$ cat config.mk
export PLATFORM = sky130hd
export DESIGN_NAME = bf16_drain_sequencer
export DESIGN_NICKNAME = d
export VERILOG_FILES = /design/src/rtl/tpu_pkg.sv /design/src/rtl/int18_to_bf16_lzd.sv /design/src/rtl/bf16_drain_sequencer.sv
export SDC_FILE = /design/constraint.sdc
export NUM_CORES = 1
export LEC_CHECK = 0
export ABC_CLOCK_PERIOD_IN_PS = 16530
export CAP_MARGIN = 30
export CORE_ASPECT_RATIO = 1.75
export CORE_MARGIN = 3
export CORE_UTILIZATION = 50
export DETAILED_ROUTE_END_ITERATION = 8
export PLACE_DENSITY = 0.75
export REMOVE_ABC_BUFFERS = 1
export SYNTH_ARGS = -nofsm -noshare
export SYNTH_HDL_FRONTEND = slang
export SYNTH_HIERARCHICAL = 1
export SYNTH_SLANG_ARGS = --single-unit
$ cat constraint.sdc
create_clock -name clk -period 16.53 [get_ports clk]
set_input_delay 1.653 -clock clk [delete_from_list [all_inputs] [get_ports clk]]
set_output_delay 1.653 -clock clk [all_outputs]
set_load 0.02 [all_outputs]
$ cat src/rtl/tpu_pkg.sv
// Shared types and constants for the accumulator drain / bf16 conversion path.
package tpu_pkg;

    localparam int ACC_W     = 18;
    localparam int BF16_W    = 16;
    localparam int BF16_BIAS = 127;

    typedef enum logic {
        IDLE,
        DRAIN
    } drain_state_t;

endpackage

$ cat src/rtl/int18_to_bf16_lzd.sv
// Signed 18-bit fixed-point to bf16 converter.
// Sign-magnitude with a leading-zero normalizer and a truncated 7-bit mantissa.
module int18_to_bf16_lzd
    import tpu_pkg::*;
#(
    parameter int FRAC_BITS = 8
) (
    input  logic [ACC_W-1:0]  acc,
    output logic [BF16_W-1:0] bf16
);

    localparam int LEAD_W = $clog2(ACC_W);
    localparam logic signed [11:0] EXP_OFF = 12'(BF16_BIAS - FRAC_BITS);

    logic                     sign;
    logic [ACC_W-1:0]         mag;
    logic [LEAD_W-1:0]        lead;
    logic signed [11:0]       exp_s;
    logic [ACC_W-1:0]         norm;
    logic [6:0]               mant;

    // Magnitude, leading-one position, biased exponent and normalized mantissa.
    // The magnitude is kept unsigned so -2^17 converts to 2^17 without overflow.
    always_comb begin
        sign  = acc[ACC_W-1];
        mag   = sign ? (~acc + 1'b1) : acc;
        lead  = '0;
        for (int unsigned i = 0; i < ACC_W; i++) begin
            if (mag[i]) begin
                lead = LEAD_W'(i);
            end
        end
        exp_s = $signed({7'd0, lead}) + EXP_OFF;
        norm  = mag << (LEAD_W'(ACC_W - 1) - lead);
        mant  = 7'(norm >> (ACC_W - 1 - 7));
        if (mag == '0) begin
            bf16 = '0;
        end else if (exp_s <= 12'sd0) begin
            bf16 = {sign, 15'd0};
        end else if (exp_s >= 12'sd255) begin
            bf16 = {sign, 8'hFF, 7'd0};
        end else begin
            bf16 = {sign, exp_s[7:0], mant};
        end
    end

endmodule

$ cat src/rtl/bf16_drain_sequencer.sv
// Drains one bank of signed accumulators lane by lane through a shared
// bf16 converter onto a registered valid/ready output stream.
module bf16_drain_sequencer
    import tpu_pkg::*;
#(
    parameter  int N_LANES   = 4,
    parameter  int FRAC_BITS = 8,
    localparam int LANE_W    = $clog2(N_LANES)
) (
    input  logic                     clk,
    input  logic                     rst,
    input  logic                     acc_valid,
    output logic                     acc_ready,
    input  logic [ACC_W*N_LANES-1:0] acc_data,
    output logic                     out_valid,
    input  logic                     out_ready,
    output logic [BF16_W-1:0]        out_bf16,
    output logic [LANE_W-1:0]        out_lane,
    output logic                     out_last,
    output logic                     busy
);

    localparam logic [LANE_W-1:0] LAST_IDX = LANE_W'(N_LANES - 1);

    drain_state_t               state;
    logic [LANE_W-1:0]          idx;
    logic [ACC_W*N_LANES-1:0]   bank_buf;
    logic [ACC_W-1:0]           cur_acc;
    logic [BF16_W-1:0]          cur_bf16;
    logic                       adv;

    // Handshake and status flags derived from the FSM and output register.
    always_comb begin
        acc_ready = (state == IDLE);
        busy      = (state == DRAIN) || out_valid;
        adv       = !out_valid || out_ready;
        cur_acc   = bank_buf[ACC_W*idx +: ACC_W];
    end

    int18_to_bf16_lzd #(
        .FRAC_BITS(FRAC_BITS)
    ) u_conv (
        .acc  (cur_acc),
        .bf16 (cur_bf16)
    );

    // FSM, bank buffer and registered output stage.
    always_ff @(posedge clk or posedge rst) begin
        if (rst) begin
            state     <= IDLE;
            idx       <= '0;
            bank_buf  <= '0;
            out_valid <= 1'b0;
            out_bf16  <= '0;
            out_lane  <= '0;
            out_last  <= 1'b0;
        end else begin
            case (state)
                IDLE: begin
                    // A pending last result retires independently of a new bank load.
                    if (out_valid && out_ready) begin
                        out_valid <= 1'b0;
                    end
                    if (acc_valid) begin
                        bank_buf <= acc_data;
                        idx      <= '0;
                        state    <= DRAIN;
                    end
                end
                DRAIN: begin
                    if (adv) begin
                        out_bf16  <= cur_bf16;
                        out_lane  <= idx;
                        out_last  <= (idx == LAST_IDX);
                        out_valid <= 1'b1;
                        if (idx == LAST_IDX) begin
                            idx   <= '0;
                            state <= IDLE;
                        end else begin
                            idx <= idx + 1'b1;
                        end
                    end
                end
                default: begin
                    state <= IDLE;
                end
            endcase
        end
    end

endmodule

# Word-level counts from Yosys, hierarchy flattened
# Cells that the tools add are included.
# classes
n_bitwise	2
multipliers	1
reduce_logical	9
eq_ne	4
addsub	4
shifts	2
mux	32
magnitude_cmp	2
# ops
op	count
$mux W5	16
$shiftx A72 B8 Y18	1
$mux W15	2
$add A18 B1 Y18 const B	1
$logic_not A18 Y1	1
$mux W18	1
$not A18 Y18	1
$shl A18 B5 Y17	1
$mux W16	1
$ge A12 B9 Y1 const B	1
$le A12 B1 Y1 const B	1
$add A5 B7 Y8 const B	1
$reduce_and A2 Y1	4
$mul A4 B2 Y6 const A	1
$mux W1	6
$mux W2	3
$sub A5 B5 Y5 const A	1
$ne A2 B1 Y1 const B	2
$pmux W1 S2	2
$pmux W2 S2	1
$add A2 B1 Y2 const B	1
$eq A2 B2 Y1 const B	1
$logic_or A1 B1 Y1	2
$ne A2 B2 Y1 const B	1
other kinds (3)	3
# word_totals
word_cells	63
ff_bits	95
in_bits	76

# Longest topological paths before layout
# Gate-level depths: netlist of the first run.
# depth
depth_word	27
ltp_mapped	24
mapped_depth_nobuf	18

# Modules after synthesis
# Netlist of the first run, hierarchy kept.
# modules_own_cells
module	n_inst	cells_per_inst	area_per_inst_um2
bf16_drain_sequencer	1	233	4076.4
int18_to_bf16_lzd	1	287	2067.0

# Least setup slack after synthesis of the first run
# OpenSTA, ideal clock, no wires.
# synth_path
kind	reg-to-reg
from	register idx[1]
to	register out_bf16[0]
synth_period_minus_slack_ps	5231
t_arrival_ps	5106
slack_ps	11299
path_stages_with_launch	23
setup_time_ps	125
cell_sequence	dfrtp_1 > buf_2 > mux4_2 > clkbuf_1 > inv_1 > ha_1 > clkbuf_1 > nand2_1 > o31a_1 > o21ai_0 > and3_1 > a22o_1 > buf_4 > inv_2 > buf_4 > ha_1 > and3_1 > a21o_2 > nor3_1 > o32ai_2 > o211ai_1 > o22ai_1 > mux2_4
# synth_via
elab_chain_len	27
# synth_lines
element	line_no	rtl
from (decl)	bf16_drain_sequencer.sv:26	logic [LANE_W-1:0] idx;
from (signal assigned)	bf16_drain_sequencer.sv:80	idx <= idx + 1'b1;
$mul A4 B2 Y6 *	bf16_drain_sequencer.sv:37	cur_acc = bank_buf[ACC_W*idx +: ACC_W];
$shiftx A72 B8 Y18 *	bf16_drain_sequencer.sv:37	
named net cur_acc[0]	bf16_drain_sequencer.sv:28	logic [ACC_W-1:0] cur_acc;
$not A18 Y18	int18_to_bf16_lzd.sv:26	mag = sign ? (~acc + 1'b1) : acc;
$add A18 B1 Y18	int18_to_bf16_lzd.sv:26	
$mux W18 *	int18_to_bf16_lzd.sv:26	
$mux W1	int18_to_bf16_lzd.sv:29	if (mag[i]) begin
$mux W5 (16 in a row)	int18_to_bf16_lzd.sv:29	
$add A5 B7 Y8 / $sub A5 B5 Y5 (equally long branches)	int18_to_bf16_lzd.sv:33, int18_to_bf16_lzd.sv:34	
$ge A12 B9 Y1 / $shl A18 B5 Y17 (equally long branches)	int18_to_bf16_lzd.sv:40, int18_to_bf16_lzd.sv:34	
$mux W15	int18_to_bf16_lzd.sv:40	end else if (exp_s >= 12'sd255) begin
$mux W15	int18_to_bf16_lzd.sv:38	end else if (exp_s <= 12'sd0) begin
$mux W16 *	int18_to_bf16_lzd.sv:36	if (mag == '0) begin
named net cur_bf16[0]	bf16_drain_sequencer.sv:29	logic [BF16_W-1:0] cur_bf16;
to (signal assigned)	bf16_drain_sequencer.sv:72	out_bf16 <= cur_bf16;
to (decl)	bf16_drain_sequencer.sv:17	output logic [BF16_W-1:0] out_bf16,
# The timed path passes the listed nets; every way through them passes the cells marked *.
# A chain may end at the register's enable or synchronous reset.

# Worst setup path after layout of the first run
# layout_path
from	register idx[1]
to	register out_bf16[5]
# layout_lines
element	line_no
$mul A4 B2 Y6 *	bf16_drain_sequencer.sv:37
$shiftx A72 B8 Y18 *	bf16_drain_sequencer.sv:37
named net cur_acc[5]	bf16_drain_sequencer.sv:28
$not A18 Y18	int18_to_bf16_lzd.sv:26
$add A18 B1 Y18	int18_to_bf16_lzd.sv:26
$mux W18 *	int18_to_bf16_lzd.sv:26
$mux W5 (13 in a row)	int18_to_bf16_lzd.sv:29
$add A5 B7 Y8 / $sub A5 B5 Y5 (equally long branches)	int18_to_bf16_lzd.sv:33, int18_to_bf16_lzd.sv:34
$ge A12 B9 Y1 / $shl A18 B5 Y17 (equally long branches)	int18_to_bf16_lzd.sv:40, int18_to_bf16_lzd.sv:34
$mux W15	int18_to_bf16_lzd.sv:40
$mux W15	int18_to_bf16_lzd.sv:38
$mux W16 *	int18_to_bf16_lzd.sv:36
named net cur_bf16[5]	bf16_drain_sequencer.sv:29
# Marked as above.

==> results of run 1 <==
[area by class of cell]
| class | instances | share of cell area, % |
|---|---|---|
| clock buffers | 9 | 3.03 |
| clock inverters | 7 | 1.28 |
| inverters | 12 | 0.657 |
| multi-input cells | 372 | 46.3 |
| flip-flops and latches | 95 | 32.0 |
| well taps | 165 | 2.78 |
| repair buffers | 103 | 13.9 |
[synthesized netlist by cell type (all sizes together) (6+ instances only)]
cell type	count	area share, %
nand2	17	1.0
xnor2	10	1.5
a211oi	6	0.73
xor2	8	1.3
nand3	8	0.86
buf	29	3.9
nor3	17	1.4
o21ai	18	1.6
mux2	94	18
nand2b	8	0.94
dfrtp	95	39
inv	11	0.71
or4	6	0.79
o211ai	9	1.2
nor2	21	1.3
mux2i	8	1.3
nand4	7	0.71
mux4	19	7.0
nor4	14	2.1
a21oi	15	1.2
clkbuf	12	0.73
[stage by stage]
step	instances	cell area [um^2]	hold slack (ns)	setup slack, ns	util [%]
2_1_floorplan	479	5860	0.475	10.96	-
3_3_place_gp	746	7080	0.486	10.14	59.0
3_5_place_dp	747	7110	0.491	10.24	59.2
4_1_cts	763	7430	0.507	10.17	61.9
5_1_grt	763	7430	0.521	9.54	61.9
6_report	763	7430	0.503	10.12	61.9
[per-layer routing]
metal	track usage (%)	share of wire, %	up-vias
met5	0	0	-
met4	9.65	3.2	0
met2	44.0	57	144
met3	2.92	3.1	33
met1	25.5	37	2297
li1	-	-	2145
[cell families after synthesis]
family	after synthesis	synth area share (%)
AOI/OAI and AO/OA	102	13.8
xor gates and xnor gates	18	2.81
adders and majority gates	4	0.815
buffers and inverters	53	5.40
DFF	95	38.7
muxes	121	26.0
and+or+nand+nor	127	12.5
[path summary, 6_finish.rpt]
| path | cells after the start | from | to | slack, ns |
|---|---|---|---|---|
| max | 17 | idx[1] | out_bf16[5] | 10.12 |
| min | 1 | bank_buf[60] | bank_buf[60] | 0.50 |
| max reg2reg | 17 | idx[1] | out_bf16[5] | 10.12 |
| min reg2reg | 1 | bank_buf[60] | bank_buf[60] | 0.50 |
| max in group asynchronous | 3 | rst | bank_buf[31] | 13.65 |
| min in group asynchronous | 2 | rst | out_valid | 1.64 |
[state kept, by name, indices dropped and copies added (netlist names)]
name / count
out_bf16: 16
bank_buf: 72
out_last: 1
state: 1
out_valid: 1
idx: 2
out_lane: 2
==> metrics.csv, run 1 <==
stage,metric,value,unit
yosys,yosys_warnings,6,
placement,numPortBuffers,97,
drt,wl_per_cell,20.5,um
critical_path,cp_max_fo,21,
timing,rsz0062_at_grt,false,
clock_tree,cts_root_buf,clkbuf_16,
clock_tree,ctsResizeCount,0,
yosys,ys_seq_elements,95,
final_layout,seqCellArea,2380,um^2
final_layout,drive_gt1_share,28.8,%
clock_tree,cts_max_level,3,
grt,grt_pass1_wl,25300,um
critical_path,cp.required,16.81,ns
timing,fmax,156,MHz
timing,period_needed,6.41,ns
critical_path,crit_buf_inv,2,
critical_path,path_delay_family,compound AO/OA/AOI/OAI gates,
drt,routed_wl,15700,um
timing,worst_pin_slew,0.877,ns
timing,setup_viol,0,
grt,first_global_vias,4833,
clock_tree,postCtsSetupRepairBufs,0,
drt,drtPass1Iterations,5,
die,die_h,153,um
critical_path,crit_path_cell_trace,buf_4 > mux4_2 > nor4_4 > nand2_1 > o31a_1 > o21ai_0 > and3_1 > a22o_1 > inv_2 > ha_1 > and3_1 > a21oi_1 > nand2_1 > a211oi_1 > nor3_1 > o32ai_1 > mux2_2,
run_status,status,completed,
grt,grt_max_degree,73,
critical_path,worstSetupPathType,reg -> reg,
die,core-area,12000,um^2
critical_path,critPathSlowestCell,mux4_2,
final_layout,final_nets,673,
timing,fin_skew,0.0104,ns
clock_tree,cts_sinks,95,
critical_path,startpoint_type,register,
timing,slew_viol_final,0,
yosys,synth_cells,520,
yosys,syn_area,6140,um^2
yosys,synth.avg_cell_area,11.8,um^2
timing,fin_crit_sh,38.8,%
final_layout,layout_common_cells,"97 x clkdlybuf4s50_1, 95 x dfrtp_1, 86 x mux2_2",
die,fp.dieArea,13700,um^2
critical_path,arrival,6.69,ns
placement,place.gp.congestion,0.925,
final_layout,multi_input_area,3440,um^2
drt,dr_total_vias,4619,
critical_path,max_stage_delay,0.70,ns
clock_tree,numCtsBuffers,9,
die,fp.dieW,89.8,um
final_layout,num_antenna_cells,0,
yosys,synthArstFlopShare,100,%
drt,final_antenna_net_count,0,
drt,via_per_inst,6.05,
placement,hpwlAfterDp,11900,um
final_layout,areaGrowthSynthToFinish,21.0,%
yosys,synth_edf_count,0,
grt,antenna_found_initial,0,
grt,grt-ovfl-total,0,
job,maxCapViolations,0,
critical_path,endpoint_kind,register,
timing,slew_headroom,41.6,%
die,num_rows,53,
clock_tree,ctsHoldBuffers,0,
yosys,synth-main-ff-cell,dfrtp_1,
final_layout,final_common_cell,clkdlybuf4s50_1,
final_layout,fillers,974,
clock_tree,tritoncts,built,
clock_tree,cts_max_path_buffers,2,
grt,grt_use_total,23.1,%
worst_hold_path,hold_path.class,reg -> reg,
die,boundaryPins,98,
drt,drtIter0Drc,212,
yosys,ys_seq_area_share,38.7,%
yosys,ys_types,85,
timing,hold_viol,0,
clock_tree,path_clk_slew,0.08,ns
drt,drcViolationCount,0,
clock_tree,worstSkewPairLatency,0.35,ns
die,initial_core_util,51.2,%
timing,fin_setup_tns,0,ns
Power of run 1 is not shown: default switching activity piles up to over one toggle a cycle in this logic, so the estimate is an artifact.
==> inputs of run 2 (changes only) <==
ABC_CLOCK_PERIOD_IN_PS = 5650   (was 16530)
CORE_UTILIZATION = 49   (was 50)
PLACE_DENSITY = 0.77   (was 0.75)
clock period = 5.65 ns   (was 16.53 ns; I/O delays follow)
==> metrics.csv, run 2 (synthesis gave the netlist of run 1 again) <==
stage,metric,value,unit,change
placement,dp_slack,0.228,ns,-10.01 ns
placement,numPortBuffers,97,,unchanged
timing,fin_skew,0.00575,ns,-0.00468 ns
grt,grt_pass1_wl,26800,um,+5.9%
critical_path,arrival,5.69,ns,-1.00 ns
critical_path,r2r-end,out_bf16[0],,
critical_path,cp.required,5.88,ns,-10.93 ns
final_layout,layout_common_cells,"97 x clkdlybuf4s50_1, 94 x dfrtp_1, 86 x mux2_2",,
clock_tree,cts_root_buf,clkbuf_16,,
die,initial_core_util,50.6,%,-0.56 points
job,maxCapViolations,0,,unchanged
timing,fmax,183,MHz,+17%
final_layout,finish.instance_area,7500,um^2,+0.94%
drt,drcViolationCount,0,,unchanged
clock_tree,cts_max_level,3,,unchanged
final_layout,final_common_cell,clkdlybuf4s50_1,,
clock_tree,worstSkewPairLatency,0.34,ns,about the same
final_layout,top_register,bank_buf,,
critical_path,worstSetupPathType,reg -> reg,,
placement,placed_cells,757,,+1.3%
die,fp.dieW,90.6,um,+0.95%
final_layout,seqCellArea,2380,um^2,about the same
drt,dr_wl_met2,8760,um,-1.2%
clock_tree,tritoncts,built,,
grt,grt_use_total,24.2,%,+1.1 points
drt,highest_layer,met4,,
die,boundaryPins,98,,unchanged
final_layout,areaGrowthSynthToFinish,22.1,%,
final_layout,drive_gt1_share,31.0,%,+2.3 points
timing,slew_headroom,35.7,%,-5.9 points
drt,routed_wl,16300,um,+4.0%
final_layout,largest_reg_flops,72,,unchanged
clock_tree,cts_sinks,95,,unchanged
clock_tree,ctsHoldBuffers,0,,unchanged
timing,setup_viol,0,,unchanged
drt,dr_total_vias,4751,,+2.9%
drt,drtIter0Drc,397,,+87%
clock_tree,cts_max_path_buffers,2,,unchanged
die,num_rows,53,,unchanged
final_layout,multi_input_area,3480,um^2,+1.0%
die,die_h,154,um,+0.98%
worst_hold_path,hold_path.class,reg -> reg,,
critical_path,reg2regPathDepth,18,,+1
clock_tree,numCtsBuffers,9,,unchanged
clock_tree,path_clk_slew,0.07,ns,about the same
final_layout,num_antenna_cells,0,,unchanged
die,core-area,12100,um^2,+1.1%
timing,worst_pin_slew,0.956,ns,+0.0791 ns
grt,antenna_found_initial,0,,unchanged
drt,wl_per_cell,21.0,um,+2.6%
critical_path,endpoint_kind,register,,
grt,first_global_vias,5042,,+4.3%
placement,place.gp.congestion,0.974,,+5.3%
placement,hpwlAfterDp,12500,um,+4.9%
timing,period_needed,5.46,ns,-0.949 ns
timing,fin_ws,0.189,ns,-9.93 ns
final_layout,final_nets,684,,+1.6%
placement,placed_area,7170,um^2,+0.77%
drt,route.met3.wl,621,um,+26%
grt,grt_max_degree,73,,unchanged
final_layout,reg_top3,"bank_buf (72), out_bf16 (16)",,
drt,drtPass1Iterations,5,,unchanged
critical_path,cp_max_fo,12,,-43%
critical_path,startpoint_type,register,,
drt,wl_met1,5900,um,+1.7%
worst_hold_path,whs_endpoint,bank_buf[30],,
final_layout,final_cells,774,,+1.4%
critical_path,timing.rr.start,idx[1],,
run_status,status,completed,,
final_layout,utilization,61.8,%,-0.099 points
timing,slew_viol_final,0,,unchanged
worst_hold_path,hold_depth,1,,unchanged
timing,hold_viol,0,,unchanged
timing,fin_crit_sh,96.7,%,+58 points
drt,via_per_inst,6.14,,+1.4%
grt,grt-ovfl-total,0,,unchanged
critical_path,rrSetupSlack,0.19,ns,-9.93 ns
drt,final_antenna_net_count,0,,unchanged
worst_hold_path,min_from,bank_buf[30],,
final_layout,fillers,980,,+0.62%
die,fp.dieArea,14000,um^2,+1.9%
==> run 2: worst max-delay path, cell delays in order, from the launching register on <==
cell and delay (ns):
dfrtp_1 0.33, buf_4 0.21, buf_4 0.27, mux4_2 0.67
or4_1 0.64, o41ai_4 0.47, xor2_4 0.19, nand4_1 0.19
a21oi_1 0.05, nand2b_1 0.18, ha_1 0.27, and3_1 0.18
a21o_2 0.27, o32ai_1 0.33, o32ai_2 0.18, buf_4 0.20
o211ai_1 0.30, o22ai_1 0.13, mux2_4 0.28
==> run 2: how the worst max path moves through the flow <==
stage	start	end	slack [ns]	cells past startpoint
2_1_floorplan	idx[1]	out_bf16[1]	0.08	16
3_3_place_gp	idx[1]	out_bf16[6]	0.31	13
3_5_place_dp	idx[1]	out_bf16[4]	0.23	17
4_1_cts	idx[1]	out_bf16[4]	0.20	17
5_1_grt	idx[1]	out_bf16[4]	-0.03	18
6_report	idx[1]	out_bf16[0]	0.19	18
==> run 2: stage by stage <==
step / hold slack, ns / TNS (ns)
floorplan: 0.475 / 0
global placement: 0.485 / 0
detailed placement: 0.491 / 0
CTS: 0.508 / 0
global route: 0.516 / -0.0503
finish: 0.505 / 0
==> run 2: final cells by class <==
cell class	count	area share, %
Timing Repair Buffer	114	14.6
Clock buffer	9	3.00
Sequential cell	95	31.7
Tap cell	165	2.75
Multi-Input combinational cell	372	46.4
Inverter	12	0.651
Clock inverter	7	0.884
==> run 2: layer usage <==
layer	GRT usage, %	up-vias
li1	-	2163
met2	43.5	182
met5	0	-
met3	3.62	55
met4	14.5	0
met1	26.7	2351
==> run 2: repair_timing <==
item                                    4_1_cts  5_1_grt
buffers inserted                              0        1
endpoints found under the setup margin        0        7
gates resized for setup                       0        7
Power of run 2 is left out for the same reason.
